File: src/rtl/mem_wb_pipe_pkg.sv
// Shared core types for the MEM->WB stage: writeback source select,
// data word type and the buffered pipeline entry layout.
package mem_wb_pipe_pkg;

    localparam int CORE_XLEN       = 32;
    localparam int CORE_REG_ADDR_W = 5;

    typedef logic [CORE_XLEN-1:0] data_t;

    typedef enum logic [1:0] {
        RESULT_ALU = 2'd0,
        RESULT_MEM = 2'd1,
        RESULT_PC4 = 2'd2
    } result_src_t;

    typedef struct packed {
        result_src_t                result_src;
        logic                       reg_write;
        data_t                      read_data;
        data_t                      alu_result;
        data_t                      pc_plus4;
        logic [CORE_REG_ADDR_W-1:0] rd;
    } mem_wb_entry_t;

endpackage

File: src/rtl/mem_wb_pipe_if.sv
// MEM-side and WB-side handshake bundle of the MEM->WB stage plus the
// forwarding view of the buffer head.
interface mem_wb_pipe_if
    import mem_wb_pipe_pkg::*;
#(
    parameter int XLEN       = 32,
    parameter int REG_ADDR_W = 5
);
    // Both sides use valid/ready: a transfer happens on a rising clk edge
    // where valid and ready are both high; valid must not wait for ready.
    logic                  in_valid;
    logic                  in_ready;
    result_src_t           in_result_src;
    logic                  in_reg_write;
    logic [XLEN-1:0]       in_read_data;
    logic [XLEN-1:0]       in_alu_result;
    logic [XLEN-1:0]       in_pc_plus4;
    logic [REG_ADDR_W-1:0] in_rd;

    logic                  out_valid;
    logic                  out_ready;
    logic                  out_reg_write;
    logic [REG_ADDR_W-1:0] out_rd;
    logic [XLEN-1:0]       out_result;

    logic                  fwd_valid;
    logic [REG_ADDR_W-1:0] fwd_rd;
    logic [XLEN-1:0]       fwd_data;

    modport slave (
        input  in_valid, in_result_src, in_reg_write, in_read_data,
               in_alu_result, in_pc_plus4, in_rd, out_ready,
        output in_ready, out_valid, out_reg_write, out_rd, out_result,
               fwd_valid, fwd_rd, fwd_data
    );

    modport master (
        output in_valid, in_result_src, in_reg_write, in_read_data,
               in_alu_result, in_pc_plus4, in_rd, out_ready,
        input  in_ready, out_valid, out_reg_write, out_rd, out_result,
               fwd_valid, fwd_rd, fwd_data
    );

endinterface

File: src/rtl/mem_wb_fifo.sv
// Generic in-order DEPTH x WIDTH buffer with occupancy count, wrapping
// pointers and a synchronous flush. Storage itself is never reset.
module mem_wb_fifo #(
    parameter int DEPTH = 2,
    parameter int WIDTH = 8
) (
    input  logic             clk,
    input  logic             reset,
    input  logic             flush,
    input  logic             push_i,
    input  logic             pop_i,
    input  logic [WIDTH-1:0] wdata_i,
    output logic [WIDTH-1:0] rdata_o,
    output logic             full_o,
    output logic             empty_o
);
    localparam int CNT_W = $clog2(DEPTH + 1);
    localparam int PTR_W = (DEPTH > 1) ? $clog2(DEPTH) : 1;

    logic [CNT_W-1:0] count_q, count_d;
    logic [PTR_W-1:0] wr_ptr_q, rd_ptr_q;
    logic [WIDTH-1:0] mem_q [DEPTH];

    assign full_o  = (count_q == CNT_W'(DEPTH));
    assign empty_o = (count_q == '0);
    assign rdata_o = mem_q[rd_ptr_q];

    always_comb begin
        count_d = count_q;
        if (flush) begin
            count_d = '0;
        end else if (push_i && !pop_i) begin
            count_d = count_q + CNT_W'(1);
        end else if (!push_i && pop_i) begin
            count_d = count_q - CNT_W'(1);
        end
    end

    always_ff @(posedge clk or negedge reset) begin
        if (!reset) begin
            count_q <= '0;
        end else begin
            count_q <= count_d;
        end
    end

    // Power-of-two depth lets the pointers wrap by plain overflow.
    generate
        if (DEPTH > 1) begin : g_ptr
            always_ff @(posedge clk or negedge reset) begin
                if (!reset) begin
                    wr_ptr_q <= '0;
                    rd_ptr_q <= '0;
                end else if (flush) begin
                    wr_ptr_q <= '0;
                    rd_ptr_q <= '0;
                end else begin
                    if (push_i) wr_ptr_q <= wr_ptr_q + PTR_W'(1);
                    if (pop_i)  rd_ptr_q <= rd_ptr_q + PTR_W'(1);
                end
            end
        end else begin : g_no_ptr
            assign wr_ptr_q = '0;
            assign rd_ptr_q = '0;
        end
    endgenerate

    always_ff @(posedge clk) begin
        if (push_i && !flush) begin
            mem_q[wr_ptr_q] <= wdata_i;
        end
    end

endmodule

File: src/rtl/mem_wb_pipe.sv
// MEM->WB pipeline stage: buffers entries in order, suppresses x0 writes,
// resolves the writeback value at the head and counts back-pressure cycles.
module mem_wb_pipe
    import mem_wb_pipe_pkg::*;
#(
    parameter int DEPTH       = 2,
    parameter int XLEN        = 32,
    parameter int REG_ADDR_W  = 5,
    parameter int STALL_CNT_W = 16
) (
    input  logic                   clk,
    input  logic                   reset,
    input  logic                   flush,
    mem_wb_pipe_if.slave           bus,
    output logic [STALL_CNT_W-1:0] stall_cnt
);
    typedef struct packed {
        result_src_t           result_src;
        logic                  reg_write;
        logic [XLEN-1:0]       read_data;
        logic [XLEN-1:0]       alu_result;
        logic [XLEN-1:0]       pc_plus4;
        logic [REG_ADDR_W-1:0] rd;
    } entry_t;

    localparam int ENTRY_W = $bits(entry_t);

    entry_t                 wr_entry;
    entry_t                 head_entry;
    logic [ENTRY_W-1:0]     head_bits;
    logic                   full, empty, push, pop;
    logic [XLEN-1:0]        head_result;
    logic [STALL_CNT_W-1:0] stall_cnt_q, stall_cnt_d;

    // in_ready depends only on occupancy, never on out_ready.
    assign bus.in_ready  = ~full;
    assign bus.out_valid = ~empty;
    assign push          = bus.in_valid & ~full;
    assign pop           = ~empty & bus.out_ready;

    always_comb begin
        wr_entry            = '0;
        wr_entry.result_src = bus.in_result_src;
        wr_entry.reg_write  = bus.in_reg_write & (bus.in_rd != '0);
        wr_entry.read_data  = bus.in_read_data;
        wr_entry.alu_result = bus.in_alu_result;
        wr_entry.pc_plus4   = bus.in_pc_plus4;
        wr_entry.rd         = bus.in_rd;
    end

    mem_wb_fifo #(
        .DEPTH (DEPTH),
        .WIDTH (ENTRY_W)
    ) u_fifo (
        .clk     (clk),
        .reset   (reset),
        .flush   (flush),
        .push_i  (push),
        .pop_i   (pop),
        .wdata_i (wr_entry),
        .rdata_o (head_bits),
        .full_o  (full),
        .empty_o (empty)
    );

    assign head_entry = entry_t'(head_bits);

    always_comb begin
        head_result = '0;
        case (head_entry.result_src)
            RESULT_ALU: head_result = head_entry.alu_result;
            RESULT_MEM: head_result = head_entry.read_data;
            RESULT_PC4: head_result = head_entry.pc_plus4;
            default:    head_result = '0;
        endcase
    end

    // Gating with the valid flag keeps outputs at zero while empty or in
    // reset, since the storage array itself holds stale data.
    assign bus.out_reg_write = ~empty & head_entry.reg_write;
    assign bus.out_rd        = empty ? '0 : head_entry.rd;
    assign bus.out_result    = empty ? '0 : head_result;

    assign bus.fwd_valid = bus.out_valid & bus.out_reg_write;
    assign bus.fwd_rd    = bus.out_rd;
    assign bus.fwd_data  = bus.out_result;

    always_comb begin
        stall_cnt_d = stall_cnt_q;
        if (bus.in_valid && full && (stall_cnt_q != '1)) begin
            stall_cnt_d = stall_cnt_q + STALL_CNT_W'(1);
        end
    end

    always_ff @(posedge clk or negedge reset) begin
        if (!reset) begin
            stall_cnt_q <= '0;
        end else begin
            stall_cnt_q <= stall_cnt_d;
        end
    end

    assign stall_cnt = stall_cnt_q;

endmodule

File: src/flat_wrapper.sv
// flat-port wrapper written by rule: the top's interface ports become plain ports
module mem_wb_pipe_flat import mem_wb_pipe_pkg::*;
#(
    parameter int DEPTH       = 2,
    parameter int XLEN        = 32,
    parameter int REG_ADDR_W  = 5,
    parameter int STALL_CNT_W = 16
)
  (clk, reset, flush, stall_cnt, bus_in_valid, bus_in_result_src, bus_in_reg_write, bus_in_read_data, bus_in_alu_result, bus_in_pc_plus4, bus_in_rd, bus_out_ready, bus_in_ready, bus_out_valid, bus_out_reg_write, bus_out_rd, bus_out_result, bus_fwd_valid, bus_fwd_rd, bus_fwd_data);
  mem_wb_pipe_if #(.XLEN(XLEN), .REG_ADDR_W(REG_ADDR_W)) bus_i ();
  input  logic clk;
  input  logic reset;
  input  logic flush;
  output logic [STALL_CNT_W-1:0] stall_cnt;
  input wire logic [$bits(bus_i.in_valid)-1:0] bus_in_valid;
  input wire logic [$bits(bus_i.in_result_src)-1:0] bus_in_result_src;
  input wire logic [$bits(bus_i.in_reg_write)-1:0] bus_in_reg_write;
  input wire logic [$bits(bus_i.in_read_data)-1:0] bus_in_read_data;
  input wire logic [$bits(bus_i.in_alu_result)-1:0] bus_in_alu_result;
  input wire logic [$bits(bus_i.in_pc_plus4)-1:0] bus_in_pc_plus4;
  input wire logic [$bits(bus_i.in_rd)-1:0] bus_in_rd;
  input wire logic [$bits(bus_i.out_ready)-1:0] bus_out_ready;
  output wire logic [$bits(bus_i.in_ready)-1:0] bus_in_ready;
  output wire logic [$bits(bus_i.out_valid)-1:0] bus_out_valid;
  output wire logic [$bits(bus_i.out_reg_write)-1:0] bus_out_reg_write;
  output wire logic [$bits(bus_i.out_rd)-1:0] bus_out_rd;
  output wire logic [$bits(bus_i.out_result)-1:0] bus_out_result;
  output wire logic [$bits(bus_i.fwd_valid)-1:0] bus_fwd_valid;
  output wire logic [$bits(bus_i.fwd_rd)-1:0] bus_fwd_rd;
  output wire logic [$bits(bus_i.fwd_data)-1:0] bus_fwd_data;
  assign bus_i.in_valid = bus_in_valid;
  assign bus_i.in_result_src = bus_in_result_src;
  assign bus_i.in_reg_write = bus_in_reg_write;
  assign bus_i.in_read_data = bus_in_read_data;
  assign bus_i.in_alu_result = bus_in_alu_result;
  assign bus_i.in_pc_plus4 = bus_in_pc_plus4;
  assign bus_i.in_rd = bus_in_rd;
  assign bus_i.out_ready = bus_out_ready;
  assign bus_in_ready = bus_i.in_ready;
  assign bus_out_valid = bus_i.out_valid;
  assign bus_out_reg_write = bus_i.out_reg_write;
  assign bus_out_rd = bus_i.out_rd;
  assign bus_out_result = bus_i.out_result;
  assign bus_fwd_valid = bus_i.fwd_valid;
  assign bus_fwd_rd = bus_i.fwd_rd;
  assign bus_fwd_data = bus_i.fwd_data;
  mem_wb_pipe #(.DEPTH(DEPTH), .XLEN(XLEN), .REG_ADDR_W(REG_ADDR_W), .STALL_CNT_W(STALL_CNT_W)) u_core (.clk(clk), .reset(reset), .flush(flush), .bus(bus_i), .stall_cnt(stall_cnt));
endmodule
File: config.mk
export PLATFORM = sky130hd
export DESIGN_NAME = mem_wb_pipe_flat
export DESIGN_NICKNAME = d
export VERILOG_FILES = /design/src/rtl/mem_wb_pipe_pkg.sv /design/src/rtl/mem_wb_pipe_if.sv /design/src/rtl/mem_wb_fifo.sv /design/src/rtl/mem_wb_pipe.sv /design/src/flat_wrapper.sv
export SDC_FILE = /design/constraint.sdc
export NUM_CORES = 1
export LEC_CHECK = 0
export ABC_CLOCK_PERIOD_IN_PS = 11200
export CORE_MARGIN = 8
export CORE_UTILIZATION = 45
export DETAILED_ROUTE_END_ITERATION = 8
export HOLD_SLACK_MARGIN = 0.1
export PLACE_DENSITY = 0.72
export SYNTH_ARGS = -nofsm -noshare
export SYNTH_HDL_FRONTEND = slang
export SYNTH_SLANG_ARGS = --single-unit
File: constraint.sdc
create_clock -name clk -period 11.2 [get_ports clk]
set_input_delay 2.24 -clock clk [delete_from_list [all_inputs] [get_ports clk]]
set_output_delay 2.24 -clock clk [all_outputs]
set_load 0.01 [all_outputs]
### Yosys cells after proc, flatten, opt, wreduce, memory -nomap -nowiden

Memories as Yosys holds them, arrays and structs flattened.
Cells that the tools add are included.

* memories kept: 1
* input bits: 109
* register bits after elaboration: 20
* output and inout port bits: 94
* RAM bits: 208
* logic and storage cells: 47

* reductions and logical operators: 14
* bitwise operators: 7
* equal/unequal tests: 4
* muxes and demuxes: 12
* add/sub/neg operators: 5

Memories
* u_core.u_fifo.mem_q: words 2, width 104, read ports 1, clocked after memory_dff 0, write ports 1, line mem_wb_fifo.sv:22 `logic [WIDTH-1:0] mem_q [DEPTH];`

Operator list (number)
* 32-bit case mux with 3 select lines: 1
* 32-bit 2-to-1 mux: 1
* 16-bit by 1-bit adder with 16-bit output, second input constant: 1
* 16-bit inequality test, second input constant: 1
* 1-bit 2-to-1 mux: 6
* 2-bit 2-to-1 mux: 3
* 1-bit AND: 5
* 1-bit logical AND: 5
* 5-bit 2-to-1 mux: 1
* 5-bit nonzero test: 1
* 2-bit == test, second input constant: 2
* 2-bit zero test: 2
* 2-bit nonzero test: 2
* 1-bit zero test: 3
* 3-bit nonzero test: 1
* 1-bit adder, second input constant: 2
* 2-bit by 1-bit adder with 2-bit output, second input constant: 1
* 2-bit by 1-bit == test with 1-bit output, second input constant: 1
* 1-bit NOT: 2
* 2-bit by 1-bit subtractor with 2-bit output, second input constant: 1

### Logic depth before layout (Yosys ltp)

Gate-level depths: netlist (run 1).

* word-level depth: 8
* mapped depth: 8
* mapped depth without buffers: 5

### By module

From an unflattened synthesis (run 1), not the netlist that was laid out.

* cells, all modules: 613
* area total of the unflattened synthesis: 9930.8 um2

Modules (own cells, without submodules)
* mem_wb_fifo: sequential area each 6346.1 um2, area an instance 7962.6 um2, cells an instance 344, times used 1
* mem_wb_pipe: sequential area each 400.4 um2, area an instance 1968.1 um2, cells an instance 269, times used 1

### Worst setup path before layout (run 1)

Ideal clock, no wire load.

* kind: input -> register
* start: input bus_in_valid
* end: memory u_core.u_fifo.mem_q[1][0] (netlist bit), enable pin
* library setup time: 0.715 ns
* path buffers: 0
* arrival time: 9.892 ns
* slack: 0.593 ns
* stages: 2
* data required time: 10.485 ns
* cell sequence: nand2_1 > nor3b_1

* longest elaborated chain between the ends: 4

Ends and longest elaborated chain
* start, declared: line flat_wrapper.sv:15 `input wire logic [$bits(bus_i.in_valid)-1:0] bus_in_valid;`
* 1-bit AND: line mem_wb_pipe.sv:38 `assign push = bus.in_valid & ~full;`
* 1-bit logical AND: line mem_wb_fifo.sv:69 `if (push_i && !flush) begin`
* 1-bit 2-to-1 mux: line mem_wb_fifo.sv:69
* 1-bit 2-to-1 mux (implied by the code): line mem_wb_fifo.sv:70 `mem_q[wr_ptr_q] <= wdata_i;`
* end, declared: line mem_wb_fifo.sv:22

No other way between the ends.

### Worst setup path after layout (run 1)

* start: memory u_core.u_fifo.mem_q[1][102] (netlist bit)
* end: output bus_out_result[5]

* longest elaborated chain between the ends: 4
* elaborated cells on any way between the ends: 6
* classes of those cells: eq/ne: 2; mux: 2; reduce/logical: 1; memory: 1

Ends and longest elaborated chain
* memory 2 x 104 bit *
* 2-bit == test, or another cell as far along: line mem_wb_pipe.sv:70 `case (head_entry.result_src)`
* 32-bit case mux with 3 select lines *: line mem_wb_pipe.sv:70
* 32-bit 2-to-1 mux *: line mem_wb_pipe.sv:82 `assign bus.out_result = empty ? '0 : head_result;`
* end, declared: line flat_wrapper.sv:27 `output wire logic [$bits(bus_i.out_result)-1:0] bus_out_result;`

Mark *: on every way between the ends. The rest lies on a longest branch, timed or not.

==> results of run 1 <==
[worst reg2reg max path, stage by stage, from the launching register on]
cell	delay (ns)
sky130_fd_sc_hd__dfrtp_1	0.47
sky130_fd_sc_hd__or2b_1	0.24
sky130_fd_sc_hd__nand2_1	0.14
sky130_fd_sc_hd__nor3b_2	0.58
sky130_fd_sc_hd__buf_4	0.43
sky130_fd_sc_hd__buf_4	0.82
[state kept, by name (all words and copies together) (netlist names)]
register / cells
u_core.u_fifo.rd_ptr_q: 1
u_core.u_fifo.wr_ptr_q: 1
u_core.u_fifo.count_q: 2
u_core.stall_cnt: 16
u_core.u_fifo.mem_q: 208
[cells by family after synthesis]
family	share of synthesized area (%)
muxes	4.468
DFF	72.35
xor gates and xnor gates	1.409
and+or+nand+nor	8.305
adders and majority gates	0.1342
buffers and inverters	4.642
AOI/OAI and AO/OA	8.695
[cell type report]
class / instances / area share, %
Multi-Input combinational cell: 306 / 17.84
Clock buffer: 27 / 5.036
Timing Repair Buffer: 212 / 17.26
Clock inverter: 15 / 1.493
Tap cell: 270 / 2.780
Inverter: 2 / 0.06179
Sequential cell: 228 / 55.53
[cell usage in the layout (no fill, tap or decap), types with 7 or more instances in the layout]
| cell type | count |
|---|---|
| sky130_fd_sc_hd__edfxtp_1 | 208 |
| sky130_fd_sc_hd__clkdlybuf4s50_1 | 202 |
| sky130_fd_sc_hd__nor2_1 | 45 |
| sky130_fd_sc_hd__mux2i_1 | 39 |
| sky130_fd_sc_hd__a21oi_1 | 34 |
| sky130_fd_sc_hd__clkbuf_16 | 24 |
| sky130_fd_sc_hd__nand2_1 | 19 |
| sky130_fd_sc_hd__dfrtp_1 | 19 |
| sky130_fd_sc_hd__a22oi_1 | 17 |
| sky130_fd_sc_hd__a22o_1 | 15 |
| sky130_fd_sc_hd__xor2_1 | 15 |
| sky130_fd_sc_hd__nor3_1 | 13 |
| sky130_fd_sc_hd__buf_4 | 10 |
| sky130_fd_sc_hd__a221oi_1 | 9 |
| sky130_fd_sc_hd__and2_1 | 7 |
| sky130_fd_sc_hd__o21ai_0 | 7 |
| sky130_fd_sc_hd__clkinv_1 | 7 |
[layer usage]
metal	global-route usage, %	up-vias	routed length (um)
li1	-	2649	-
met1	21.17	2836	9074
met2	29.08	249	11210
met3	4.036	32	1622
met4	4.715	0	510
met5	0	-	0
[per-stage QoR]
stage          util [%]  cell area (um^2)
6_report          59.86             12150
3_3_place_gp      55.95             11360
2_1_floorplan         -              9325
4_1_cts           59.86             12150
5_1_grt           59.86             12150
3_5_place_dp      55.95             11360
[report_power, final]
group          leakage, nW  switching (mW)  internal, mW
clock network        0.386           0.310         0.483
registers             2.18          0.0189         0.970
logic                 1.65          0.0989         0.102
total                 4.22           0.428          1.56
[final timing paths]
kind	end	slack (ns)	cells past startpoint
max in group asynchronous	u_core.u_fifo.rd_ptr_q	8.33	1
max reg2reg	u_core.u_fifo.mem_q[1][52]	8.04	5
max	bus_out_result[5]	5.01	5
min in group asynchronous	u_core.stall_cnt[2]	2.25	1
min	u_core.stall_cnt[15]	0.51	1
min reg2reg	u_core.stall_cnt[15]	0.51	1
==> flow_summary.html, run 1 <==
<table>
<tr><th>Metric</th><th>Value</th></tr>
<tr><th colspan="2">Timing</th></tr>
<tr><td>Setup-violating endpoint count in the final report</td><td>0</td></tr>
<tr><td>Worst rel slew slack</td><td>between 10 and 15%</td></tr>
<tr><td>Setup tns final</td><td>0 ns</td></tr>
<tr><td>Final Worst Setup Slack</td><td>5.011 ns</td></tr>
<tr><td>Final hold violation count</td><td>0</td></tr>
<tr><td>Hold_ws</td><td>a little over 0.5 ns</td></tr>
<tr><td>Min cycle time layout</td><td>6.189 ns</td></tr>
<tr><td>Fin crit share</td><td>between 50 and 60%</td></tr>
<tr><td>RSZ-0062 raised after global routing</td><td>no</td></tr>
<tr><td>Fmax</td><td>161.6 MHz</td></tr>
<tr><td>Worst Max-Slew Pin Slew</td><td>1.292 ns</td></tr>
<tr><td>Final Max Slew Viols</td><td>0</td></tr>
<tr><td>Final clock skew</td><td>0.01846 ns</td></tr>
<tr><th colspan="2">Cells and area</th></tr>
<tr><td>ANT cells</td><td>0</td></tr>
<tr><td>Number of standard cells in the layout, taps in and fillers out</td><td>about 1100</td></tr>
<tr><td>Multi-input gate area in the final layout</td><td>0.002167 mm^2</td></tr>
<tr><td>Fill count</td><td>1566</td></tr>
<tr><td>Area growth from synthesis to layout</td><td>30.30%</td></tr>
<tr><td>Fraction of final layout cells with drive strength greater than 1</td><td>7.975%</td></tr>
<tr><td>Total number of nets in the final design</td><td>roughly 900</td></tr>
<tr><td>Register area</td><td>slightly below 0.007 mm^2</td></tr>
<tr><th colspan="2">Floorplanning</th></tr>
<tr><td>Effective utilization at floorplan</td><td>between 40% and 50%</td></tr>
<tr><td>Full die area</td><td>0.02559 mm^2</td></tr>
<tr><td>Die span in y</td><td>160.0 um</td></tr>
<tr><td>Core box area</td><td>around 0.02 mm^2</td></tr>
<tr><td>Die extent in x</td><td>160.0 um</td></tr>
<tr><td>Site Rows</td><td>between 50 and 60</td></tr>
<tr><td>Top-Level Pins</td><td>203</td></tr>
<tr><th colspan="2">Clocking</th></tr>
<tr><td>TritonCTS clock tree</td><td>built</td></tr>
<tr><td>Setup Buffers After CTS</td><td>0</td></tr>
<tr><td>Clock latency on the worst-skew pair</td><td>0.52 ns</td></tr>
<tr><td>Maximum level of the CTS H-tree</td><td>1</td></tr>
<tr><td>Number of buffers inserted by hold repair at cts</td><td>0</td></tr>
<tr><td>Number of instances resized during post-cts repair</td><td>0</td></tr>
<tr><td>Worst-path clk slew</td><td>0.06 ns</td></tr>
<tr><td>Clk sinks</td><td>228</td></tr>
<tr><td>Root buffer selected by CTS</td><td>sky130_fd_sc_hd__clkbuf_16</td></tr>
<tr><td>Num CTS Buffers</td><td>24</td></tr>
<tr><td>Maximum buffer depth of the clock tree</td><td>3</td></tr>
<tr><th colspan="2">Critical path</th></tr>
<tr><td>Arrival time of data at the critical path endpoint</td><td>3.95 ns</td></tr>
<tr><td>FF-to-FF Start</td><td>u_core.u_fifo.count_q[1]</td></tr>
<tr><td>Crit. End Element</td><td>output pin</td></tr>
<tr><td>Worst-path fanout max</td><td>25</td></tr>
<tr><td>Worst setup SP type</td><td>register</td></tr>
<tr><td>Largest delay contributor family on the critical path</td><td>simple AND/OR/NAND/NOR gates</td></tr>
<tr><td>Slowest stage cell, crit path</td><td>sky130_fd_sc_hd__nor2b_2</td></tr>
<tr><td>Timing startpoint of the critical path</td><td>u_core.u_fifo.mem_q[1][102]</td></tr>
<tr><td>Worst Path Class, Setup</td><td>reg -&gt; out</td></tr>
<tr><td>WP data required</td><td>8.96 ns</td></tr>
<tr><td>Delay of the slowest critical-path stage</td><td>1.16 ns</td></tr>
<tr><td>Cells along the critical path</td><td>nor2b_2 -&gt; a22o_1 -&gt; a222oi_1 -&gt; a21oi_1 -&gt; clkdlybuf4s50_1</td></tr>
<tr><td>Count of buffer and inverter cells on the critical path</td><td>1</td></tr>
<tr><th colspan="2">Place</th></tr>
<tr><td>Post-Place Setup Slack</td><td>5.554 ns</td></tr>
<tr><td>Detail Placement HPWL</td><td>15100 um</td></tr>
<tr><td>Placed insts</td><td>1018</td></tr>
<tr><td>Final GP Congestion</td><td>between 0.8 and 0.9</td></tr>
<tr><td>Count of buffers from port buffering</td><td>202</td></tr>
<tr><th colspan="2">Global route</th></tr>
<tr><td>Pin count of the biggest net entering global routing</td><td>75</td></tr>
<tr><td>Wire length of the first global-routing pass</td><td>34820 um</td></tr>
<tr><td>Overflow after GRT</td><td>0</td></tr>
<tr><td>Vias in the first global route</td><td>6256</td></tr>
<tr><td>Global routing usage summed across all routing layers</td><td>roughly 17%</td></tr>
<tr><td>Initial antenna violation count</td><td>0</td></tr>
<tr><th colspan="2">Logic synthesis</th></tr>
<tr><td>Cell count after synthesis</td><td>605</td></tr>
<tr><td>Fraction of synthesis flops using an asynchronous set or reset pin</td><td>8.772%</td></tr>
<tr><td>Synth warnings</td><td>0</td></tr>
<tr><td>Post-synth EDFFs</td><td>~210</td></tr>
<tr><td>Count of state elements after synthesis</td><td>228</td></tr>
<tr><td>Share of synthesized area occupied by flip-flops and latches</td><td>72.35%</td></tr>
<tr><td>Number of nets produced by synthesis</td><td>715</td></tr>
<tr><td>Share of the synthesized area in the top cell type</td><td>66.98%</td></tr>
<tr><td>Library cells used by synthesis</td><td>54</td></tr>
<tr><td>Area contributors post-synth</td><td>sky130_fd_sc_hd__edfxtp_1 67%, sky130_fd_sc_hd__dfrtp_1 5.4%, sky130_fd_sc_hd__mux2i_1 4.2%</td></tr>
<tr><td>Mapped cell area</td><td>0.009325 mm^2</td></tr>
<tr><td>Avg Cell Area, Syn</td><td>roughly 15 um^2</td></tr>
<tr><td>Top post-synthesis cells by count</td><td>208 x sky130_fd_sc_hd__edfxtp_1, 45 x sky130_fd_sc_hd__nor2_1, 39 x sky130_fd_sc_hd__mux2i_1</td></tr>
<tr><td>Leading cell type by number of instances after synthesis</td><td>sky130_fd_sc_hd__edfxtp_1</td></tr>
<tr><td>Most instantiated flip-flop cell in the synthesis netlist</td><td>sky130_fd_sc_hd__edfxtp_1</td></tr>
<tr><td>Cell taking the most area after synthesis</td><td>sky130_fd_sc_hd__edfxtp_1</td></tr>
<tr><th colspan="2">Pwr</th></tr>
<tr><td>Power per cell area</td><td>between 150 and 200 mW/mm^2</td></tr>
<tr><td>Leakage</td><td>4.217 nW</td></tr>
<tr><td>Total chip power</td><td>1.984 mW</td></tr>
<tr><td>VDD IR-drop max</td><td>0.1238 mV</td></tr>
<tr><th colspan="2">Route</th></tr>
<tr><td>Detailed-route wire length per cell</td><td>21.15 um</td></tr>
<tr><td>Number of vias per cell</td><td>5.440</td></tr>
<tr><td>Post-route ant nets</td><td>0</td></tr>
<tr><td>Total iterations of the first detailed-routing run</td><td>5</td></tr>
<tr><td>Iteration-0 DRC Markers</td><td>475</td></tr>
<tr><td>Drt drc</td><td>0</td></tr>
<tr><td>Total wirelength of the detailed-routed design</td><td>22420 um</td></tr>
<tr><td>Number of vias after detailed routing</td><td>5766</td></tr>
<tr><th colspan="2">Worst hold path</th></tr>
<tr><td>Hold path start</td><td>u_core.stall_cnt[15]</td></tr>
<tr><td>Hold WC Path Type</td><td>reg -&gt; reg</td></tr>
<tr><th colspan="2">Job</th></tr>
<tr><td>Number of max-capacitance violations reported</td><td>0</td></tr>
<tr><th colspan="2">Status</th></tr>
<tr><td>Status</td><td>finished clean</td></tr>
</table>
(Power assumes the default switching activity.)
==> run 2: changes to the inputs <==
--- a/config.mk
+++ b/config.mk
@@ -5,7 +5,7 @@
 export SDC_FILE = /design/constraint.sdc
 export NUM_CORES = 1
 export LEC_CHECK = 0
-export ABC_CLOCK_PERIOD_IN_PS = 11200
+export ABC_CLOCK_PERIOD_IN_PS = 6410
 export CORE_MARGIN = 8
 export CORE_UTILIZATION = 45
 export DETAILED_ROUTE_END_ITERATION = 8
==> constraint.sdc (replaced) <==
create_clock -name clk -period 6.41 [get_ports clk]
set_input_delay 1.282 -clock clk [delete_from_list [all_inputs] [get_ports clk]]
set_output_delay 1.282 -clock clk [all_outputs]
set_load 0.01 [all_outputs]
==> run 2 against run 1 <==
  * Register-to-register slack lost 4.2 ns
  * Utilization hardly changed
  * Setup slack got worse by 3.7 ns
  * Routed wire length is essentially flat
  * Critical endpoint is now bus_fwd_data[9]
  * Largest power group unchanged
==> flow_summary.html, run 2 (same netlist as run 1, synthesis figures left out) <==
<table>
<tr><th>Metric</th><th>Value</th></tr>
<tr><th colspan="2">Status</th></tr>
<tr><td>Status</td><td>finished clean</td></tr>
<tr><th colspan="2">Floorplanning</th></tr>
<tr><td>Site Rows</td><td>52 (unchanged)</td></tr>
<tr><td>Full die area</td><td>0.02559 mm^2 (unchanged)</td></tr>
<tr><td>Top-Level Pins</td><td>203 (unchanged)</td></tr>
<tr><td>Die span in y</td><td>160.0 um (unchanged)</td></tr>
<tr><td>Effective utilization at floorplan</td><td>45.94% (unchanged)</td></tr>
<tr><td>Die extent in x</td><td>160.0 um (unchanged)</td></tr>
<tr><td>Core box area</td><td>0.02030 mm^2 (unchanged)</td></tr>
<tr><th colspan="2">Place</th></tr>
<tr><td>Placed insts</td><td>1021 (+0.29%)</td></tr>
<tr><td>Final GP Congestion</td><td>0.7747 (-3.3%)</td></tr>
<tr><td>Detail Placement HPWL</td><td>15060 um (-0.29%)</td></tr>
<tr><td>Count of buffers from port buffering</td><td>202 (unchanged)</td></tr>
<tr><td>Placed standard-cell area</td><td>0.01139 mm^2 (+0.31%)</td></tr>
<tr><th colspan="2">Timing</th></tr>
<tr><td>Worst rel slew slack</td><td>6.940% (-6.8 points)</td></tr>
<tr><td>Setup tns final</td><td>0 ns (unchanged)</td></tr>
<tr><td>Fin crit share</td><td>78.78%</td></tr>
<tr><td>Final Max Slew Viols</td><td>0 (unchanged)</td></tr>
<tr><td>Fmax</td><td>198.0 MHz</td></tr>
<tr><td>Min cycle time layout</td><td>5.050 ns</td></tr>
<tr><td>RSZ-0062 raised after global routing</td><td>no</td></tr>
<tr><td>Final clock skew</td><td>0.02088 ns (+0.002417 ns)</td></tr>
<tr><td>Setup-violating endpoint count in the final report</td><td>0 (unchanged)</td></tr>
<tr><td>Final hold violation count</td><td>0 (unchanged)</td></tr>
<tr><td>Worst Max-Slew Pin Slew</td><td>1.393 ns (+0.1011 ns)</td></tr>
<tr><th colspan="2">Critical path</th></tr>
<tr><td>Worst Reg-to-Reg Cells</td><td>4 (-1)</td></tr>
<tr><td>Worst-path fanout max</td><td>44 (+76%)</td></tr>
<tr><td>Reg-to-reg endpoint</td><td>u_core.u_fifo.mem_q[1][44]</td></tr>
<tr><td>FF-to-FF Start</td><td>u_core.u_fifo.count_q[1]</td></tr>
<tr><td>Crit. End Element</td><td>output pin</td></tr>
<tr><td>Worst setup SP type</td><td>register</td></tr>
<tr><td>Arrival time of data at the critical path endpoint</td><td>3.77 ns (-0.18 ns)</td></tr>
<tr><td>Slack of the worst reg-to-reg path</td><td>3.81 ns (-4.23 ns)</td></tr>
<tr><td>WP data required</td><td>5.13 ns (-3.83 ns)</td></tr>
<tr><td>Worst Path Class, Setup</td><td>reg -&gt; out</td></tr>
<tr><th colspan="2">Pwr</th></tr>
<tr><td>Leakage</td><td>4.215 nW (about the same)</td></tr>
<tr><td>Power per cell area</td><td>279.8 mW/mm^2 (+71%)</td></tr>
<tr><td>VDD IR-drop max</td><td>0.2503 mV (+100%)</td></tr>
<tr><th colspan="2">Route</th></tr>
<tr><td>Met1 routed wirelength after detailed routing</td><td>9080 um (about the same)</td></tr>
<tr><td>Routed wl met3</td><td>1760 um (+8.5%)</td></tr>
<tr><td>Total iterations of the first detailed-routing run</td><td>4 (-1)</td></tr>
<tr><td>Number of vias per cell</td><td>5.395 (-0.82%)</td></tr>
<tr><td>Drt drc</td><td>0 (unchanged)</td></tr>
<tr><td>Detailed-routed wire length on met2</td><td>11220 um (about the same)</td></tr>
<tr><td>Highest metal layer used by the detailed router</td><td>met4</td></tr>
<tr><td>Iteration-0 DRC Markers</td><td>348 (-27%)</td></tr>
<tr><td>Total wirelength of the detailed-routed design</td><td>22420 um (about the same)</td></tr>
<tr><td>Number of vias after detailed routing</td><td>5751 (-0.26%)</td></tr>
<tr><td>Post-route ant nets</td><td>0 (unchanged)</td></tr>
<tr><td>Detailed-route wire length per cell</td><td>21.03 um (-0.58%)</td></tr>
<tr><th colspan="2">Cells and area</th></tr>
<tr><td>Max reg flops</td><td>208 (unchanged)</td></tr>
<tr><td>Largest Register</td><td>u_core.u_fifo.mem_q</td></tr>
<tr><td>Fraction of final layout cells with drive strength greater than 1</td><td>8.302% (+0.33 points)</td></tr>
<tr><td>Most frequent cells in the layout</td><td>208 x sky130_fd_sc_hd__edfxtp_1, 202 x sky130_fd_sc_hd__clkdlybuf4s50_1, 45 x sky130_fd_sc_hd__nor2_1, 39 x sky130_fd_sc_hd__mux2i_1, 34 x sky130_fd_sc_hd__a21oi_1</td></tr>
<tr><td>Number of standard cells in the layout, taps in and fillers out</td><td>1066 (+0.57%)</td></tr>
<tr><td>Area growth from synthesis to layout</td><td>30.27% (about the same)</td></tr>
<tr><td>Final instance area</td><td>0.01215 mm^2 (about the same)</td></tr>
<tr><td>Total number of nets in the final design</td><td>887 (+0.34%)</td></tr>
<tr><td>Most common cell after layout, fill and taps aside</td><td>sky130_fd_sc_hd__edfxtp_1</td></tr>
<tr><th colspan="2">Clocking</th></tr>
<tr><td>Worst-path clk slew</td><td>0.06 ns (about the same)</td></tr>
<tr><td>Root buffer selected by CTS</td><td>sky130_fd_sc_hd__clkbuf_16</td></tr>
<tr><td>Setup Buffers After CTS</td><td>0 (unchanged)</td></tr>
<tr><td>Clock latency on the worst-skew pair</td><td>0.52 ns (about the same)</td></tr>
<tr><td>Number of instances resized during post-cts repair</td><td>0 (unchanged)</td></tr>
<tr><td>Num CTS Buffers</td><td>24 (unchanged)</td></tr>
<tr><td>Clk sinks</td><td>228 (unchanged)</td></tr>
<tr><td>Maximum buffer depth of the clock tree</td><td>3 (unchanged)</td></tr>
<tr><td>Maximum level of the CTS H-tree</td><td>1 (unchanged)</td></tr>
<tr><td>TritonCTS clock tree</td><td>built</td></tr>
<tr><td>Number of buffers inserted by hold repair at cts</td><td>0 (unchanged)</td></tr>
<tr><th colspan="2">Worst hold path</th></tr>
<tr><td>Worst Hold Path Cells</td><td>1 (unchanged)</td></tr>
<tr><td>Hold path start</td><td>u_core.stall_cnt[15]</td></tr>
<tr><td>Hold WC Path Type</td><td>reg -&gt; reg</td></tr>
<tr><td>Hold-critical path endpoint</td><td>u_core.stall_cnt[15]</td></tr>
<tr><th colspan="2">Global route</th></tr>
<tr><td>Pin count of the biggest net entering global routing</td><td>60 (-20%)</td></tr>
<tr><td>Global routing usage summed across all routing layers</td><td>17.01% (about the same)</td></tr>
<tr><td>Overflow after GRT</td><td>0 (unchanged)</td></tr>
<tr><td>Wire length of the first global-routing pass</td><td>34800 um (about the same)</td></tr>
<tr><td>Vias in the first global route</td><td>6230 (-0.42%)</td></tr>
<tr><td>Initial antenna violation count</td><td>1 (+1)</td></tr>
<tr><th colspan="2">Job</th></tr>
<tr><td>Number of max-capacitance violations reported</td><td>0 (unchanged)</td></tr>
</table>
-- run 2: final cells by class --
| cell class | instances | area, um^2 |
|---|---|---|
| Inverter | 2 | 7.507 |
| Tap cell | 270 | 337.8 |
| Fill cell | 1588 | 8152 |
| Clock inverter | 15 | 133.9 |
| Multi-Input combinational cell | 306 | 2180 |
| Sequential cell | 228 | 6748 |
| Antenna cell | 1 | 2.502 |
| Timing Repair Buffer | 215 | 2120 |
| Clock buffer | 29 | 619.3 |
-- run 2: metrics by stage --
stage	power [mW]	hold WS, ns	worst slack, ns	utilization, %
2_1_floorplan	1.924	0.5213	0.4282	-
4_1_cts	3.431	0.5064	1.283	59.83
3_5_place_dp	2.114	0.4998	1.818	56.12
5_1_grt	3.513	0.5134	1.163	59.84
3_3_place_gp	2.103	0.4911	2.010	56.12
6_report	3.399	0.5013	1.360	59.84
-- run 2: power by group --
group          leakage [nW]  switching [mW]  internal (mW)  total [mW]
clock                 0.364           0.548          0.770        1.32
sequential             2.18          0.0331           1.70        1.73
combinational          1.67           0.172          0.180       0.352
total                  4.22           0.753           2.65        3.40
-- run 2: how the worst max path moves through the flow --
stage / start / endpoint / slack, ns / cells past startpoint
6_report: u_core.u_fifo.rd_ptr_q / bus_fwd_data[9] / 1.36 / 5
5_1_grt: u_core.u_fifo.rd_ptr_q / bus_fwd_data[9] / 1.16 / 5
3_3_place_gp: u_core.u_fifo.rd_ptr_q / bus_fwd_data[10] / 2.01 / 5
3_5_place_dp: u_core.u_fifo.rd_ptr_q / bus_fwd_data[9] / 1.82 / 5
4_1_cts: u_core.u_fifo.rd_ptr_q / bus_out_result[9] / 1.28 / 5
2_1_floorplan: bus_in_valid / u_core.u_fifo.mem_q[1][0] / 0.43 / 2
-- run 2: critical path, cell delays in order (launching register included) --
cell                              delay [ns]
sky130_fd_sc_hd__dfrtp_2                0.64
sky130_fd_sc_hd__buf_4                  0.39
sky130_fd_sc_hd__nor2b_1                1.11
sky130_fd_sc_hd__a221oi_1               0.23
sky130_fd_sc_hd__a21oi_1                0.30
sky130_fd_sc_hd__clkdlybuf4s50_1        0.58
-- run 2: layer usage --
layer	vias up	global-route usage, %
met4	0	3.696
li1	2656	-
met1	2828	20.74
met2	239	29.82
met5	-	0
met3	28	4.396
==> run 3: changes to the inputs <==
--- a/config.mk
+++ b/config.mk
@@ -5,12 +5,12 @@
 export SDC_FILE = /design/constraint.sdc
 export NUM_CORES = 1
 export LEC_CHECK = 0
-export ABC_CLOCK_PERIOD_IN_PS = 6410
+export ABC_CLOCK_PERIOD_IN_PS = 4110
 export CORE_MARGIN = 8
 export CORE_UTILIZATION = 45
 export DETAILED_ROUTE_END_ITERATION = 8
 export HOLD_SLACK_MARGIN = 0.1
-export PLACE_DENSITY = 0.72
+export PLACE_DENSITY = 0.75
 export SYNTH_ARGS = -nofsm -noshare
 export SYNTH_HDL_FRONTEND = slang
 export SYNTH_SLANG_ARGS = --single-unit
==> constraint.sdc (replaced) <==
create_clock -name clk -period 4.11 [get_ports clk]
set_input_delay 0.822 -clock clk [delete_from_list [all_inputs] [get_ports clk]]
set_output_delay 0.822 -clock clk [all_outputs]
set_load 0.01 [all_outputs]
==> run 3 against run 2 <==
  * Flip-flop and latch count is the same
  * Routed wire length increased by 1.1%
  * Via count rose by 2.0%
  * Non-clock buffer count is 8 higher
  * Total power increased by 61%
  * Design area grew 1.1%
  * Count of clock-buffer cells in the layout rose by 2
  * Hold slack better by 0.014 ns
  * First-iteration DRC count is 0.86% higher
  * Clock power increased by 68%
  * Die area is the same
  * Combinational power up 58%
==> flow_summary.html, run 3 (same netlist as run 1, synthesis figures left out) <==
<table>
<tr><th>Metric</th><th>Value</th></tr>
<tr><th colspan="2">Status</th></tr>
<tr><td>Status</td><td>finished clean</td></tr>
<tr><th colspan="2">Clocking</th></tr>
<tr><td>Root buffer selected by CTS</td><td>sky130_fd_sc_hd__clkbuf_16</td></tr>
<tr><td>Maximum buffer depth of the clock tree</td><td>3 (unchanged)</td></tr>
<tr><td>Clk sinks</td><td>228 (unchanged)</td></tr>
<tr><td>Number of instances resized during post-cts repair</td><td>0 (unchanged)</td></tr>
<tr><td>TritonCTS clock tree</td><td>built</td></tr>
<tr><td>Number of buffers inserted by hold repair at cts</td><td>0 (unchanged)</td></tr>
<tr><td>Clock latency on the worst-skew pair</td><td>0.51 ns (about the same)</td></tr>
<tr><td>Num CTS Buffers</td><td>24 (unchanged)</td></tr>
<tr><td>Maximum level of the CTS H-tree</td><td>1 (unchanged)</td></tr>
<tr><td>Worst-path clk slew</td><td>0.06 ns (about the same)</td></tr>
<tr><th colspan="2">Timing</th></tr>
<tr><td>Final clock skew</td><td>0.01028 ns (-0.01061 ns)</td></tr>
<tr><td>RSZ-0062 raised after global routing</td><td>no</td></tr>
<tr><td>Worst Max-Slew Pin Slew</td><td>0.9513 ns (-0.4417 ns)</td></tr>
<tr><td>Fmax</td><td>260.6 MHz</td></tr>
<tr><td>Final Max Slew Viols</td><td>0 (unchanged)</td></tr>
<tr><td>Final hold violation count</td><td>0 (unchanged)</td></tr>
<tr><td>Min cycle time layout</td><td>3.837 ns</td></tr>
<tr><td>Worst rel slew slack</td><td>36.38% (+29 points)</td></tr>
<tr><td>Fin crit share</td><td>between 90% and 100%</td></tr>
<tr><td>Hold_ws</td><td>0.5150 ns (+0.01371 ns)</td></tr>
<tr><td>Setup tns final</td><td>0 ns (unchanged)</td></tr>
<tr><td>Setup-violating endpoint count in the final report</td><td>0 (unchanged)</td></tr>
<tr><th colspan="2">Place</th></tr>
<tr><td>Detail Placement HPWL</td><td>15600 um (+3.6%)</td></tr>
<tr><td>Final GP Congestion</td><td>0.8089 (+4.4%)</td></tr>
<tr><td>Placed standard-cell area</td><td>0.01145 mm^2 (+0.54%)</td></tr>
<tr><td>Count of buffers from port buffering</td><td>202 (unchanged)</td></tr>
<tr><th colspan="2">Floorplanning</th></tr>
<tr><td>Core box area</td><td>0.02030 mm^2 (unchanged)</td></tr>
<tr><td>Site Rows</td><td>52 (unchanged)</td></tr>
<tr><td>Effective utilization at floorplan</td><td>45.94% (unchanged)</td></tr>
<tr><td>Die span in y</td><td>160.0 um (unchanged)</td></tr>
<tr><td>Die extent in x</td><td>160.0 um (unchanged)</td></tr>
<tr><td>Full die area</td><td>0.02559 mm^2 (unchanged)</td></tr>
<tr><td>Top-Level Pins</td><td>203 (unchanged)</td></tr>
<tr><th colspan="2">Pwr</th></tr>
<tr><td>VDD IR-drop max</td><td>0.3303 mV (+32%)</td></tr>
<tr><td>Power per cell area</td><td>445.4 mW/mm^2 (+59%)</td></tr>
<tr><td>Total chip power</td><td>5.472 mW (+61%)</td></tr>
<tr><td>Leakage</td><td>4.285 nW (+1.7%)</td></tr>
<tr><th colspan="2">Cells and area</th></tr>
<tr><td>Total number of nets in the final design</td><td>895 (+0.90%)</td></tr>
<tr><td>Post-Route Utilization</td><td>60.52% (+0.68 points)</td></tr>
<tr><td>Register area</td><td>0.006748 mm^2 (unchanged)</td></tr>
<tr><td>Most common cell after layout, fill and taps aside</td><td>sky130_fd_sc_hd__edfxtp_1</td></tr>
<tr><td>Max reg flops</td><td>208 (unchanged)</td></tr>
<tr><td>Multi-input gate area in the final layout</td><td>0.002171 mm^2 (-0.40%)</td></tr>
<tr><td>Fill count</td><td>1537 (-3.2%)</td></tr>
<tr><td>Largest Register</td><td>u_core.u_fifo.mem_q</td></tr>
<tr><td>Most frequent cells in the layout</td><td>208 x sky130_fd_sc_hd__edfxtp_1, 202 x sky130_fd_sc_hd__clkdlybuf4s50_1, 45 x sky130_fd_sc_hd__nor2_1, 39 x sky130_fd_sc_hd__mux2i_1, 34 x sky130_fd_sc_hd__a21oi_1</td></tr>
<tr><td>ANT cells</td><td>0 (-1)</td></tr>
<tr><td>Fraction of final layout cells with drive strength greater than 1</td><td>9.215% (+0.91 points)</td></tr>
<tr><td>Area growth from synthesis to layout</td><td>31.75%</td></tr>
<tr><td>Final instance area</td><td>0.01229 mm^2 (+1.1%)</td></tr>
<tr><th colspan="2">Route</th></tr>
<tr><td>Number of vias after detailed routing</td><td>5866 (+2.0%)</td></tr>
<tr><td>Number of vias per cell</td><td>5.467 (+1.3%)</td></tr>
<tr><td>Detailed-route wire length per cell</td><td>21.11 um (+0.40%)</td></tr>
<tr><td>Iteration-0 DRC Markers</td><td>351 (+0.86%)</td></tr>
<tr><td>Drt drc</td><td>0 (unchanged)</td></tr>
<tr><td>Total wirelength of the detailed-routed design</td><td>22660 um (+1.1%)</td></tr>
<tr><td>Total iterations of the first detailed-routing run</td><td>5 (+1)</td></tr>
<tr><td>Post-route ant nets</td><td>0 (unchanged)</td></tr>
<tr><th colspan="2">Critical path</th></tr>
<tr><td>Logic depth of the worst setup path including buffers</td><td>6 (+1)</td></tr>
<tr><td>Timing startpoint of the critical path</td><td>u_core.u_fifo.mem_q[1][102]</td></tr>
<tr><td>Slack of the worst reg-to-reg path</td><td>1.80 ns (-2.01 ns)</td></tr>
<tr><td>Critical path capture point</td><td>bus_out_result[31]</td></tr>
<tr><td>Worst Reg-to-Reg Cells</td><td>4 (unchanged)</td></tr>
<tr><td>Worst setup SP type</td><td>register</td></tr>
<tr><td>Count of buffer and inverter cells on the critical path</td><td>2 (unchanged)</td></tr>
<tr><td>WP data required</td><td>3.29 ns (-1.84 ns)</td></tr>
<tr><td>Worst-path fanout max</td><td>14 (-68%)</td></tr>
<tr><td>Arrival time of data at the critical path endpoint</td><td>3.01 ns (-0.76 ns)</td></tr>
<tr><td>Delay of the slowest critical-path stage</td><td>0.62 ns (-0.49 ns)</td></tr>
<tr><td>Crit. End Element</td><td>output pin</td></tr>
<tr><td>FF-to-FF Start</td><td>u_core.u_fifo.count_q[1]</td></tr>
<tr><td>Reg-to-reg endpoint</td><td>u_core.u_fifo.mem_q[1][60]</td></tr>
<tr><td>Worst Path Class, Setup</td><td>reg -&gt; out</td></tr>
<tr><td>Largest delay contributor family on the critical path</td><td>buffers and inverters</td></tr>
<tr><td>Cells along the critical path</td><td>nor2b_1 -&gt; buf_4 -&gt; and2_0 -&gt; a221oi_1 -&gt; a21oi_1 -&gt; clkdlybuf4s50_1</td></tr>
<tr><td>Slowest stage cell, crit path</td><td>sky130_fd_sc_hd__edfxtp_1</td></tr>
<tr><th colspan="2">Global route</th></tr>
<tr><td>Initial antenna violation count</td><td>2 (+1)</td></tr>
<tr><td>Wire length of the first global-routing pass</td><td>35090 um (+0.83%)</td></tr>
<tr><td>Overflow after GRT</td><td>0 (unchanged)</td></tr>
<tr><td>Global routing usage summed across all routing layers</td><td>17.26% (+0.26 points)</td></tr>
<tr><td>Vias in the first global route</td><td>6388 (+2.5%)</td></tr>
<tr><td>Pin count of the biggest net entering global routing</td><td>99 (+65%)</td></tr>
<tr><th colspan="2">Worst hold path</th></tr>
<tr><td>Hold WC Path Type</td><td>reg -&gt; reg</td></tr>
<tr><th colspan="2">Job</th></tr>
<tr><td>Number of max-capacitance violations reported</td><td>0 (unchanged)</td></tr>
</table>
==> run 3: stage by stage <==
step	std cells	setup WS, ns
after floorplan	605	-0.005372
after global placement	1027	0.8223
after detailed placement	1027	0.7506
after CTS	1071	0.1658
after global routing	1073	0.07165
final	1073	0.2730
==> run 3: cell type report <==
class	instances	share of cell area, %
clock inverter	13	1.375
multi-input combinational	306	17.67
timing repair buffer	223	17.94
sequential	228	54.92
tap	270	2.750
clock buffer	31	5.276
inverter	2	0.06111
==> run 3: per-layer routing <==
layer  part of all wire, %  global-route usage [%]  vias to the layer above
met4                   2.6                   5.735                        4
li1                      -                       -                     2669
met1                    41                   21.44                     2846
met3                   8.3                   5.219                       54
met5                  0.12                       0                        -
met2                    48                   28.35                      293
==> run 3: worst min-delay path by stage <==
stage                          from                   end  slack, ns  cells after the start
3_5_place_dp   u_core.stall_cnt[15]  u_core.stall_cnt[15]       0.51                      1
5_1_grt         u_core.stall_cnt[9]   u_core.stall_cnt[9]       0.55                      1
3_3_place_gp   u_core.stall_cnt[15]  u_core.stall_cnt[15]       0.48                      1
2_1_floorplan  u_core.stall_cnt[15]  u_core.stall_cnt[15]       0.52                      1
6_report       u_core.stall_cnt[15]  u_core.stall_cnt[15]       0.52                      1
4_1_cts        u_core.stall_cnt[15]  u_core.stall_cnt[15]       0.52                      1
==> run 3: timing repair <==
| item | CTS | global route |
|---|---|---|
| setup buffers | 0 | 2 |
| endpoints found under the setup margin | 0 | 47 |
| endpoints found under the hold margin | 0 | 0 |
==> run 3: where the power goes <==
group | internal [mW] | switching [mW] | total, mW
clock | 1.37 | 0.855 | 2.22
sequential | 2.64 | 0.0514 | 2.69
combinational | 0.288 | 0.268 | 0.556
total | 4.30 | 1.17 | 5.47
==> patch 1: new RTL, flow settings as in run 3 <==
`REG_ADDR_W` is set to 5 in 3 places; all go to 4.
--- a/src/rtl/mem_wb_pipe_if.sv
+++ b/src/rtl/mem_wb_pipe_if.sv
@@ -5,5 +5,5 @@
 #(
     parameter int XLEN       = 32,
-    parameter int REG_ADDR_W = 5
+    parameter int REG_ADDR_W = 4
 );
     // Both sides use valid/ready: a transfer happens on a rising clk edge
--- a/src/rtl/mem_wb_pipe.sv
+++ b/src/rtl/mem_wb_pipe.sv
@@ -6,5 +6,5 @@
     parameter int DEPTH       = 2,
     parameter int XLEN        = 32,
-    parameter int REG_ADDR_W  = 5,
+    parameter int REG_ADDR_W  = 4,
     parameter int STALL_CNT_W = 16
 ) (
--- a/src/flat_wrapper.sv
+++ b/src/flat_wrapper.sv
@@ -4,5 +4,5 @@
     parameter int DEPTH       = 2,
     parameter int XLEN        = 32,
-    parameter int REG_ADDR_W  = 5,
+    parameter int REG_ADDR_W  = 4,
     parameter int STALL_CNT_W = 16
 )
Ports: changed (resized bus_fwd_rd, bus_in_rd and bus_out_rd); port bits go from 203 to 200. The function was not compared with the original's and may differ.
==> patch 1 against run 3 <==
  * Hold slack improved by 22 ps
  * Register-to-register slack better by 360 ps
  * Cell area decreased by 1.1%
  * Power decreased by 1.2%
  * Final cell count fell by 1.1%
  * Area after synthesis is 0.78% lower
  * Wire length rose by 1.7%
  * Setup slack lost 100 ps
  * Via count hardly changed
  * Sequential cell count decreased by 2
  * Clock skew decreased by 1.3 ps
==> patch 1: results (changes against run 3) <==
| Metric | Value |
|---|---|
| CP arrival | 3120 ps (was 3010 ps) |
| Dpl cells | 1,020 (was 1,027) |
| Synth Instances | 604 (was 605) |
| Largest net degree at the start of global routing | 74 (was 99) |
| RR Endpoint | u_core.u_fifo.mem_q[1][33] (was u_core.u_fifo.mem_q[1][60]) |
| Met1 wire length | 9030 µm (was 9380 µm) |
| Pleak | 4.18 nW (was 4.29 nW) |
| WL final | 23,000 µm (was 22,700 µm) |
| Routing usage on met2 | 31.4% (was 28.4%) |
| Number of flip-flops in the largest register | 206 (was 208) |
| Crit Path Max Fanout | 16 (was 14) |
| TritonCTS Buffers | 23 (was 24) |
| Net Count, Synth | 713 (was 715) |
| First-pass GRT wire length | 35,100 µm (about the same) |
| Grt met1 use | 20.5% (was 21.4%) |
| Area contributors post-synth | edfxtp_1 67%, dfrtp_1 5.4%, mux2i_1 4.0% (was edfxtp_1 67%, dfrtp_1 5.4%, mux2i_1 4.2%) |
| DP Area | 11,400 µm² (was 11,500 µm²) |
| GP Congestion | 0.847 (was 0.809) |
| Post-detail-place hpwl | 15,300 µm (was 15,600 µm) |
| Total of fill cells in the finished design | 1,538 (was 1,537) |
| FF/Latch Area | 6690 µm² (was 6750 µm²) |
| Status | finished, final reports clean (unchanged) |
| Hold worst-path end | u_core.stall_cnt[0] (was u_core.stall_cnt[15]) |
| Gr usage total | 17.4% (was 17.3%) |
| Sw Share | 21.4% (was 21.5%) |
| EDFF count, synth | 206 (was 208) |
| Library cells used by synthesis | 49 (was 54) |
| Slowest stage delay, CP | 710 ps (was 620 ps) |
| Met2 routed WL | 12,100 µm (was 10,800 µm) |
| Share of layout cells above drive strength 1 | 10.5% (was 9.22%) |
| Synth top cells by count | 206 x edfxtp_1, 46 x nor2_1, 37 x buf_4, 37 x mux2i_1, 34 x a21oi_1 (was 208 x edfxtp_1, 45 x nor2_1, 39 x mux2i_1) |
| Clock Skew | 9.02 ps (was 10.3 ps) |
| Met3 WL post-DR | 1520 µm (was 1890 µm) |
| Drt first-iter violations | 343 (was 351) |
| DP Worst Slack | 595 ps (was 751 ps) |
| Number of global-route vias before repair | 6,349 (was 6,388) |
| HP Start | u_core.stall_cnt[0] (was u_core.stall_cnt[15]) |
| Reg2Reg Launch Point | u_core.u_fifo.count_q[0] (was u_core.u_fifo.count_q[1]) |
| Sequential cell area fraction in the yosys report | 72.3% (about the same) |
| FF-to-FF setup slack | 2160 ps (was 1800 ps) |
| Number of synthesis warnings | 0 (unchanged) |
| Cell family with most CP delay | simple AND/OR/NAND/NOR gates (was buffers and inverters) |
| WHS | 537 ps (was 515 ps) |
| Post-synth ARST share | 8.85% (was 8.77%) |
| Vias/cell | 5.53 (was 5.47) |
| Max stage delay cell, worst path | nor3b_2 (was edfxtp_1) |
| Max VDD drop | 291 µV (was 330 µV) |
| Number of port buffers | 199 (was 202) |
| Initial antenna violation count | 0 (was 2) |
==> patch 1: cell types whose count changed after synthesis, moves of 6 or more <==
cell / before / now
a21o_1: 3 / 9
o21ai_0: 7 / 23
a211oi_1: 5 / 18
nor3_1: 14 / 8
nand2_1: 19 / 9
a21bo_2: 0 / 9
a221oi_1: 9 / 18
a22o_1: 15 / 0
==> patch 1: final cells by class <==
| cell class | instances | share of cell area (%) |
|---|---|---|
| multi-input cells | 305 | 17.9 |
| well taps | 270 | 2.78 |
| clock buffers | 27 | 4.86 |
| repair buffers | 217 | 17.7 |
| inverters | 2 | 0.0618 |
| flip-flops and latches | 226 | 55.1 |
| clock inverters | 14 | 1.64 |
==> patch 1: cells by family after synthesis <==
logic type               Yosys count  share of synthesized area [%]
flip-flops                       226                           72.3
AND/OR/NAND/NOR                  100                           5.69
adder cells (fa/ha/maj)            1                          0.135
XOR/XNOR                          11                           1.04
buffers and inverters             73                           4.69
multiplexers                      43                           4.77
AO/OA/AOI/OAI                    150                           11.4
==> patch 1: power by group through the flow <==
stage	registers, W	logic (W)	clock network (W)
detailed placement	0.00271	0.000567	0
floorplan	0.00270	0.000270	0
finish	0.00267	0.000561	0.00218
CTS	0.00267	0.000570	0.00223
global route	0.00267	0.000604	0.00231
global placement	0.00271	0.000555	0
==> patch 1: worst max-delay path by stage <==
stage	startpoint	end	slack, ps
after detailed placement	u_core.u_fifo.mem_q[0][101]	bus_fwd_data[13]	600
after CTS	u_core.u_fifo.mem_q[0][101]	bus_out_result[14]	40
after global placement	u_core.u_fifo.mem_q[0][101]	bus_out_result[14]	650
final	u_core.u_fifo.mem_q[0][101]	bus_fwd_data[8]	170
after global routing	u_core.u_fifo.mem_q[0][101]	bus_fwd_data[28]	40
after floorplan	bus_in_valid	u_core.u_fifo.mem_q[1][0]	20
==> patch 2: new RTL, config.mk and constraints of run 3 <==
Made on the original files. Put one more register stage on the output `stall_cnt`, without a reset. The value now appears one clock later. The other outputs are not delayed to match.
--- a/src/rtl/mem_wb_pipe.sv
+++ b/src/rtl/mem_wb_pipe.sv
@@ -101,5 +101,7 @@
     end
 
-    assign stall_cnt = stall_cnt_q;
+    always_ff @(posedge clk) begin
+        stall_cnt <= stall_cnt_q;
+    end
 
 endmodule
Check against the original RTL: not equivalent (a bounded check fails within 4 cycles, from zero or initial values and one cycle with reset low).
==> patch 2 against run 3 <==
  * Area after synthesis grew 3.2%
  * Sequential cell count rose by 16
  * Cell area grew 2.3%
  * Final cell count grew 2.4%
  * Via count grew 0.17%
  * Setup slack better by 140 ps
  * Wire length is essentially flat
  * Power grew 0.44%
==> patch 2: results (changes against run 3) <==
| Metric | Value |
|---|---|
| Status | finished, final reports clean (unchanged) |
| Crit Path Max Fanout | 26 (was 14) |
| Net Count, Synth | 735 (was 715) |
| Share of layout cells above drive strength 1 | 9.10% (was 9.22%) |
| Post-synth ARST share | 8.20% (was 8.77%) |
| Synth top cells by count | 208 x edfxtp_1, 54 x mux2i_1, 40 x a21oi_1, 40 x buf_4, 34 x o21ai_0 (was 208 x edfxtp_1, 45 x nor2_1, 39 x mux2i_1) |
| Pleak | 4.32 nW (was 4.29 nW) |
| WL final | 22,700 µm (about the same) |
| Drt first-iter violations | 342 (was 351) |
| Area contributors post-synth | edfxtp_1 65%, mux2i_1 5.6%, dfrtp_1 5.2% (was edfxtp_1 67%, dfrtp_1 5.4%, mux2i_1 4.2%) |
| GP Congestion | 0.758 (was 0.809) |
| Largest net degree at the start of global routing | 61 (was 99) |
| Synth Instances | 625 (was 605) |
| Library cells used by synthesis | 48 (was 54) |
| Initial antenna violation count | 0 (was 2) |
| Sequential cell area fraction in the yosys report | 73.4% (was 72.3%) |
| Max VDD drop | 307 µV (was 330 µV) |
| Worst setup margin | 412 ps (was 273 ps) |
| Flop pwr share | 51.9% (was 49.2%) |
| Clock Skew | 15.3 ps (was 10.3 ps) |
| FF-to-FF setup slack | 1900 ps (was 1800 ps) |
| HP Start | u_core.stall_cnt_q[15] (was u_core.stall_cnt[15]) |
| Pre-Repair DR Iteration Count | 4 (was 5) |
| DP Area | 11,800 µm² (was 11,500 µm²) |
| Dpl cells | 1,055 (was 1,027) |
| Final std cells w/o fill | 1,099 (was 1,073) |
patch 2: cell count changes after synthesis, sizes merged, moves of 8 or more:
cell / run 3 / this run
dfxtp: 0 / 16
o2bb2ai: 0 / 11
a211oi: 5 / 15
a22o: 15 / 0
mux2i: 39 / 54
a22oi: 17 / 6
and2: 8 / 0
o21ai: 7 / 34
nor2: 46 / 32
patch 2: critical path, cell delays in order, from the launching register on:
cell             delay [ps]
dfrtp_2                 580
inv_1                   360
a21o_1                  330
a22oi_1                 100
a211oi_1                380
clkdlybuf4s50_1         620
patch 2: logic make-up after synthesis:
| logic type | Yosys count | synth area share [%] |
|---|---|---|
| flops | 244 | 73.4 |
| compound gates | 132 | 8.76 |
| simple gates | 100 | 5.58 |
| buf+inv | 76 | 4.80 |
| mux | 55 | 5.73 |
| xor+xnor | 17 | 1.55 |
| fa+ha+maj | 1 | 0.130 |
patch 2: worst paths after layout:
path,endpoint,cells past startpoint
hold / removal,u_core.stall_cnt[15],0
hold reg to reg,u_core.stall_cnt[15],0
setup reg to reg,u_core.stall_cnt_q[1],6
min in group asynchronous,u_core.stall_cnt_q[2],1
setup / recovery,bus_fwd_data[24],5
max in group asynchronous,u_core.u_fifo.rd_ptr_q,1
patch 2: cell type report:
cell class / instances / area (µm²) / area share (%)
Clock buffer: 30 / 644 / 5.13
Clock inverter: 14 / 97.6 / 0.777
Inverter: 4 / 15.0 / 0.119
Multi-Input combinational cell: 305 / 2120 / 16.9
Sequential cell: 244 / 7070 / 56.3
Tap cell: 275 / 344 / 2.74
Timing Repair Buffer: 227 / 2270 / 18.1
patch 2: per-layer routing:
metal / global-route usage, % / part of all wire, % / routed length, µm
met1: 20.6 / 42 / 9480
met2: 27.8 / 48 / 10900
met3: 4.63 / 8.3 / 1890
met4: 3.87 / 1.7 / 396
met5: 0 / 0 / 0
